`config.mk`:
```
export PLATFORM = sky130hd
export DESIGN_NAME = alu_issue
export DESIGN_NICKNAME = d
export VERILOG_FILES = /design/src/rtl/alu_issue.sv
export SDC_FILE = /design/constraint.sdc
export NUM_CORES = 1
export LEC_CHECK = 0
export CAP_MARGIN = 25
export CORE_MARGIN = 2
export CORE_UTILIZATION = 53
export DETAILED_ROUTE_END_ITERATION = 10
export PLACE_DENSITY = 0.95
export RECOVER_POWER = 50
export SYNTH_ARGS = -nofsm -noshare
export SYNTH_HDL_FRONTEND = slang
export SYNTH_SLANG_ARGS = --single-unit
```
`constraint.sdc`:
```
create_clock -name clock -period 2.8 [get_ports clock]
set_clock_uncertainty 0.2 [all_clocks]
set_input_delay 0.42 -clock clock [delete_from_list [all_inputs] [get_ports clock]]
set_output_delay 0.42 -clock clock [all_outputs]
set_load 0.05 [all_outputs]
```
`src/rtl/alu_issue.sv`:
```
// alu_issue: issue stage in front of the combinational ALU.
//   Decodes a MIPS instruction plus its register operands into the ALU A/B/ALUfn
//   inputs and a destination register, then registers them. A one-entry skid
//   buffer absorbs back-pressure so nothing is dropped or duplicated.
// Ports:
//   clock, reset_n         rising-edge clock, asynchronous active-low reset
//   in_valid/in_ready      upstream handshake (instr, rs_data, rt_data)
//   out_valid/out_ready    downstream handshake (A, B, ALUfn, dest, we, illegal)
//   ALUfn = {subtract, bool1, bool0, shft, math}
module alu_issue #(
  parameter int N = 32
) (
  input  logic         clock,
  input  logic         reset_n,
  input  logic         in_valid,
  output logic         in_ready,
  input  logic [31:0]  instr,
  input  logic [N-1:0] rs_data,
  input  logic [N-1:0] rt_data,
  output logic         out_valid,
  input  logic         out_ready,
  output logic [N-1:0] A,
  output logic [N-1:0] B,
  output logic [4:0]   ALUfn,
  output logic [4:0]   dest,
  output logic         we,
  output logic         illegal
);

  localparam logic [4:0] FN_ADD  = 5'b00001;
  localparam logic [4:0] FN_SUB  = 5'b10001;
  localparam logic [4:0] FN_AND  = 5'b00000;
  localparam logic [4:0] FN_OR   = 5'b00100;
  localparam logic [4:0] FN_XOR  = 5'b01000;
  localparam logic [4:0] FN_NOR  = 5'b01100;
  localparam logic [4:0] FN_SLT  = 5'b10011;
  localparam logic [4:0] FN_SLTU = 5'b10111;
  localparam logic [4:0] FN_SLL  = 5'b00010;
  localparam logic [4:0] FN_SRL  = 5'b01010;
  localparam logic [4:0] FN_SRA  = 5'b01110;

  typedef enum logic [1:0] {EMPTY, ONE, TWO} state_t;

  function automatic logic [N-1:0] sext16(input logic [15:0] v);
    return {{(N-16){v[15]}}, v};
  endfunction

  function automatic logic [N-1:0] zext16(input logic [15:0] v);
    return {{(N-16){1'b0}}, v};
  endfunction

  function automatic logic [N-1:0] zext5(input logic [4:0] v);
    return {{(N-5){1'b0}}, v};
  endfunction

  logic [5:0]  op, funct;
  logic [4:0]  rt, rd, shamt;
  logic [15:0] imm;
  logic        unused_rs;

  assign op        = instr[31:26];
  assign rt        = instr[20:16];
  assign rd        = instr[15:11];
  assign shamt     = instr[10:6];
  assign funct     = instr[5:0];
  assign imm       = instr[15:0];
  // The rs register number is resolved upstream; only its value arrives here.
  assign unused_rs = ^instr[25:21];

  logic [N-1:0] d_a, d_b;
  logic [4:0]   d_fn, d_dest;
  logic         d_ok;

  always_comb begin
    d_a    = '0;
    d_b    = '0;
    d_fn   = FN_ADD;
    d_dest = '0;
    d_ok   = 1'b1;
    if (op == 6'h00) begin
      d_dest = rd;
      d_b    = rt_data;
      d_a    = rs_data;
      unique case (funct)
        6'h20, 6'h21: d_fn = FN_ADD;
        6'h22, 6'h23: d_fn = FN_SUB;
        6'h24:        d_fn = FN_AND;
        6'h25:        d_fn = FN_OR;
        6'h26:        d_fn = FN_XOR;
        6'h27:        d_fn = FN_NOR;
        6'h2A:        d_fn = FN_SLT;
        6'h2B:        d_fn = FN_SLTU;
        6'h00: begin d_fn = FN_SLL; d_a = zext5(shamt); end
        6'h02: begin d_fn = FN_SRL; d_a = zext5(shamt); end
        6'h03: begin d_fn = FN_SRA; d_a = zext5(shamt); end
        6'h04:        d_fn = FN_SLL;
        6'h06:        d_fn = FN_SRL;
        6'h07:        d_fn = FN_SRA;
        default:      d_ok = 1'b0;
      endcase
    end else begin
      d_dest = rt;
      d_a    = rs_data;
      unique case (op)
        6'h08, 6'h09: begin d_fn = FN_ADD;  d_b = sext16(imm); end
        6'h0A:        begin d_fn = FN_SLT;  d_b = sext16(imm); end
        6'h0B:        begin d_fn = FN_SLTU; d_b = sext16(imm); end
        6'h0C:        begin d_fn = FN_AND;  d_b = zext16(imm); end
        6'h0D:        begin d_fn = FN_OR;   d_b = zext16(imm); end
        6'h0E:        begin d_fn = FN_XOR;  d_b = zext16(imm); end
        // lui is an sll of the zero-extended immediate by 16.
        6'h0F:        begin d_fn = FN_SLL;  d_b = zext16(imm); d_a = N'(16); end
        default:      d_ok = 1'b0;
      endcase
    end
    if (!d_ok) begin
      d_a    = '0;
      d_b    = '0;
      d_fn   = FN_ADD;
      d_dest = '0;
    end
  end

  state_t state, state_nx;
  logic   accept, consume, load_out, load_skid, from_skid;

  // in_ready depends only on the state register, never on out_ready.
  assign in_ready  = (state != TWO);
  assign out_valid = (state != EMPTY);
  assign accept    = in_valid & in_ready;
  assign consume   = out_valid & out_ready;

  always_ff @(posedge clock or negedge reset_n) begin
    if (!reset_n) state <= EMPTY;
    else          state <= state_nx;
  end

  always_comb begin
    state_nx  = state;
    load_out  = 1'b0;
    load_skid = 1'b0;
    from_skid = 1'b0;
    case (state)
      EMPTY: if (accept) begin state_nx = ONE; load_out = 1'b1; end
      ONE: begin
        if (accept && consume)   load_out = 1'b1;
        else if (accept) begin   state_nx = TWO; load_skid = 1'b1; end
        else if (consume)        state_nx = EMPTY;
      end
      TWO: if (consume) begin state_nx = ONE; load_out = 1'b1; from_skid = 1'b1; end
      default: state_nx = EMPTY;
    endcase
  end

  logic [N-1:0] skid_a, skid_b;
  logic [4:0]   skid_fn, skid_dest;
  logic         skid_ok;

  always_ff @(posedge clock or negedge reset_n) begin
    if (!reset_n) begin
      skid_a    <= '0;
      skid_b    <= '0;
      skid_fn   <= '0;
      skid_dest <= '0;
      skid_ok   <= 1'b0;
    end else if (load_skid) begin
      skid_a    <= d_a;
      skid_b    <= d_b;
      skid_fn   <= d_fn;
      skid_dest <= d_dest;
      skid_ok   <= d_ok;
    end
  end

  always_ff @(posedge clock or negedge reset_n) begin
    if (!reset_n) begin
      A       <= '0;
      B       <= '0;
      ALUfn   <= '0;
      dest    <= '0;
      we      <= 1'b0;
      illegal <= 1'b0;
    end else if (load_out) begin
      A       <= from_skid ? skid_a    : d_a;
      B       <= from_skid ? skid_b    : d_b;
      ALUfn   <= from_skid ? skid_fn   : d_fn;
      dest    <= from_skid ? skid_dest : d_dest;
      we      <= from_skid ? skid_ok   : d_ok;
      illegal <= from_skid ? ~skid_ok  : ~d_ok;
    end
  end

endmodule

```
# Yosys cells after proc, flatten, opt, wreduce, memory -nomap -nowiden
# Index checks and enable logic that the tools add are counted.
[totals]
word_cells = 96
mem_bits_rw = 0
register_bits = 153
output_inout_bits = 78
memories = 0
rom_bits = 0
in_bits = 100
latch_bits = 0
[classes]
n_mux = 35
div_mod_pow = 0
bitwise = 4
n_shift = 0
mul = 0
eq_ne = 30
n_lt_le_gt_ge = 0
n_reduce_logical = 15
add_sub_neg = 0
[ops]
columns = ["cell", "n"]
rows = [
  ["$mux 32", 8],
  ["$pmux 32 s2", 1],
  ["$eq 6x6->1 const B", 10],
  ["$pmux 5 s10", 1],
  ["$eq 6x4->1 const B", 8],
  ["$mux 5", 6],
  ["$pmux 5 s6", 1],
  ["$eq 6x3->1 const B", 3],
  ["$reduce_or 16->1", 1],
  ["$eq 6x2->1 const B", 2],
  ["$logic_not 6->1", 2],
  ["$mux 1", 11],
  ["$mux 2", 5],
  ["$ne 2x2->1 const B", 4],
  ["$reduce_or 2->1", 4],
  ["$reduce_or 4->1", 2],
  ["$reduce_or 8->1", 1],
  ["$pmux 2 s3", 1],
  ["$reduce_and 4->1", 1],
  ["$ne 3x3->1 const B", 1],
  ["$pmux 1 s3", 1],
  ["$reduce_or 3->1", 1],
  ["$and 1x1->1", 2],
  ["$eq 2x1->1 const B", 1],
  ["other kinds (5)", 6],
]

# Logic depth before layout (Yosys ltp)
[depth]
ltp_word = 6
depth_mapped = 8
ltp_nobuf = 5

# Worst setup path before layout
# Ideal clock, no wire load.
[synth_timing]
kind = "input -> register"
start = "input instr[3]"
end = "register A[4]"
required_ns = 2.472
setup_ns = 0.128
n_path_buf = 1
path_slack_ns = 0.848
cell_stages = 6
arrival_time_ns = 1.624
path_cell_list = "buf_6 nor4_4 nand4_4 mux2_4 a31oi_2 o21ai_1"
[synth_via]
elab_chain_len = 6
elab_cells_between_ends = 24
cone_classes = "15 x eq/ne; 6 x mux; 3 x reduce/logical"
[synth_rtl]
columns = ["item", "line_no", "text"]
rows = [
  ["from (decl)", "17", "input logic [31:0] instr,"],
  ["$eq 6x3->1 (tied with other cells)", "84", "unique case (funct)"],
  ["$reduce_or 16->1 (no source line) / $reduce_or 3->1 (equally long branches)", "--", ""],
  ["$mux 1 / $mux 32 (equally long branches)", "84", ""],
  ["$mux 1 / $mux 32 (equally long branches)", "80", "if (op == 6'h00) begin"],
  ["$mux 32 *", "116", "if (!d_ok) begin"],
  ["$mux 32 *", "184", "A <= from_skid ? skid_a : d_a;"],
  ["to (signal assigned)", "184", ""],
  ["to (decl)", "22", "output logic [N-1:0] A,"],
]
# Every way passes the cells marked *; elsewhere a longest branch is shown, timed or not.
# A chain may end at the register's enable or synchronous reset.

# Worst setup path in the final report
[layout_timing]
start = "input instr[2]"
end = "register skid_b[7]"
[layout_via]
elab_chain_len = 5
elab_cells_between_ends = 20
cone_classes = "15 x eq/ne; 3 x mux; 2 x reduce/logical"
[layout_rtl]
columns = ["item", "line_no", "text"]
rows = [
  ["$eq 6x3->1 (tied with other cells)", "84", ""],
  ["$reduce_or 16->1 (no source line) *", "--", ""],
  ["$mux 1 *", "84", ""],
  ["$mux 1 *", "80", ""],
  ["$mux 32 *", "116", ""],
  ["to (signal assigned)", "162", "skid_b <= '0;"],
  ["to (signal assigned)", "168", "skid_b <= d_b;"],
  ["to (decl)", "155", "logic [N-1:0] skid_a, skid_b;"],
]
# Marks and branches as above.

==> flow_summary.toml <==
[status]
outcome = "complete, no violations"

[power_and_ir_drop]
power.density_nw_per_um2 = 647
intPower_mw = 4.30
swShare_pct = 28.1
ir_drop_mv = 0.453
finalPower_mw = 5.98
clockPowerShare_pct = 39.5
combPwrFrac_pct = 18.9
power_frac_seq_pct = 41.6
p_leak_nw = 4.20
switchingPower_mw = 1.68

[route]
drtPass1Iterations = 7
drc = 0
drt_iter0_markers = 723
postRouteAntennaNets = 0
vias_per_cell = 6.16
vias = 5918
wl_per_cell_um = 20.0
drt-total-wl_um = 19300

[place]
dp_slack_ns = -0.0844
portBuffers = 172
dpl_cell_area_um2 = 8660
place_inst = 928
hpwlAfterDp_um = 12600
gp_congestion = 0.892

[global_route]
grt_pass1_vias = 6022
overflow = 0
antenna_found_initial = 0
grt_pass1_wl_um = 30100
grtUsageTotal_pct = 28.7
grt_max_degree = 154

[synth]
syn_area_um2 = 6770
synth-edff-count = 0
synthXorXnorAreaFrac_pct = 0.129
synth_top_cell_by_area = "dfrtp_1"
syn_inst = 613
yosysWarnings = 0
postSynth.asyncResetShare_pct = 100
ys_seq_area_share_pct = 56.6
yosys.area_share.simple_pct = 9.41
synthAdderAreaFrac_pct = 0
dominantRegCellSynth = "dfrtp_1"
yosysTopAreaCellShare_pct = 56.6
synthTopCellsByArea = "dfrtp_1 57%, a22o_1 7.2%, a22oi_1 6.8%, o21ai_0 6.5%, nand2_1 3.5%"
synthMuxAreaShare_pct = 0.980
synth-seq-cells = 153
yosys-top-cells-count = "153 x dfrtp_1, 88 x o21ai_0, 63 x nand2_1"
synth-compound-area-share_pct = 28.6
yosysMostFrequentCell = "dfrtp_1"
syn_nets = 713
synth_top_family_by_area = "compound AO/OA/AOI/OAI gates"
ys_types = 56
avgSynthCellArea_um2 = 11.0

[floorplanning]
die_w_um = 117
core_um2 = 12600
fp-row-count = 41
io_pins = 178
start_util_pct = 53.9
die_h_um = 117
die_area_um2 = 13700

[timing]
slew_headroom_pct = 5.33
layout_setup_ws_ns = 0.227
finalMaxSlewViolations = 0
hold_viol_final = 0
setup_viol = 0
worst_pin_slew_ns = 1.42
fin_crit_ns = 2.57
fmax_mhz = 389
post-route-period-util_pct = 91.9
rsz0062_at_grt = "no"

[cells_and_area]
finalInstanceArea_um2 = 9250
area_growth_pct = 36.6
diodes = 0
nNetsFinal = 876
final_cells = 961
fillCellCount = 844
drive_gt1_share_pct = 9.38

[job]
maxCapViolCount = 0

[clocking]
cts.sinks = 153
htree_num_levels = 4
clockBufferDepth = 2
cts.clk_slew.worst_paths_ns = 0.06
clk_latency_ns = 0.43
cts_root_buffer = "clkbuf_16"
cts_tree = "yes"
post_cts_buffers = 0
numCtsBuffers = 17

[worst_setup_path]
critPathKind = "input pin to register"
cp_data_required_time_ns = 2.87
critPathCaptureType = "register"
rrSetupSlack_ns = 0.36
critPathMaxFanout = 18
cp-start-kind = "input pin"
crit_arrival_ns = 2.64

[worst_hold_path]
min_path_type = "register to register"
## metrics by stage
stage | hold slack (ns) | setup TNS [ns] | utilization (%)
5_1_grt | 0.312 | 0 | 73.6
6_report | 0.286 | 0 | 73.6
3_3_place_gp | 0.262 | 0 | 68.9
3_5_place_dp | 0.272 | -0.428 | 68.9
2_1_floorplan | -0.0756 | 0 | -
4_1_cts | 0.289 | 0 | 73.9
## per-layer routing
| layer | global-route usage, % | share of wire (%) | up-vias |
|---|---|---|---|
| met3 | 7.78 | 9.2 | 42 |
| met5 | 0 | 0 | - |
| li1 | - | - | 2597 |
| met4 | 12.2 | 2.1 | 0 |
| met1 | 35.4 | 39 | 2921 |
| met2 | 48.1 | 50 | 358 |
## layout by cell type (no fill, tap or decap), drive strengths merged, types with 5 or more instances in the layout
cell type	instances
a21o	29
a21oi	11
a22o	57
a22oi	61
and2	5
buf	15
clkbuf	25
clkdlybuf4s50	168
clkinv	6
dfrtp	153
nand2	65
nor2	26
o21ai	103
## what timing repair did
item                                   CTS  global route
endpoints found under the hold margin  153             0
gates resized for setup                  0             0
hold buffers                             1             0
## logic make-up after synthesis
logic type                Yosys count
AOI/OAI and AO/OA                 277
xor gates and xnor gates            1
DFF                               153
muxes                               6
and+or+nand+nor                   125
buffers and inverters              51
## power by group through the flow
stage	logic (mW)	clock network (mW)	registers, mW
2_1_floorplan	0.387	0	2.76
3_3_place_gp	1.10	0	2.50
3_5_place_dp	1.13	0	2.52
4_1_cts	1.14	2.39	2.49
5_1_grt	1.20	2.48	2.50
6_report	1.13	2.36	2.49
## critical path, stage by stage
cell,delay [ns]
dlygate4sd3_1,0.70
and2b_1,0.26
o21ai_2,0.23
nand2_1,0.15
o21ai_2,0.66
o21ai_0,0.21
## worst paths after layout
path / cells after the start / start / end
max: 6 / instr[2] / skid_b[7]
min: 2 / skid_b[2] / skid_b[2]
min in group asynchronous: 3 / reset_n / skid_a[5]
max reg2reg: 5 / state[1] / A[8]
max in group asynchronous: 3 / reset_n / skid_fn[3]
min reg2reg: 2 / skid_b[2] / skid_b[2]
## flip-flops by register name, summed over array words and instances, names as in the netlist
register	cells
we	1
illegal	1
state	2
skid_dest	5
A	32
skid_b	32
B	32
dest	5
ALUfn	5
skid_ok	1
skid_a	32
skid_fn	5
## final cells by class
| cell class | count | area, um2 | area share [%] |
|---|---|---|---|
| inverter | 3 | 11.3 | 0.122 |
| clock inverter | 11 | 144 | 1.56 |
| timing repair buffer | 192 | 1940 | 21.0 |
| tap | 172 | 215 | 2.33 |
| multi-input combinational | 409 | 2630 | 28.5 |
| clock buffer | 21 | 470 | 5.09 |
| sequential | 153 | 3830 | 41.4 |
Power figures use the tool's default switching activity.
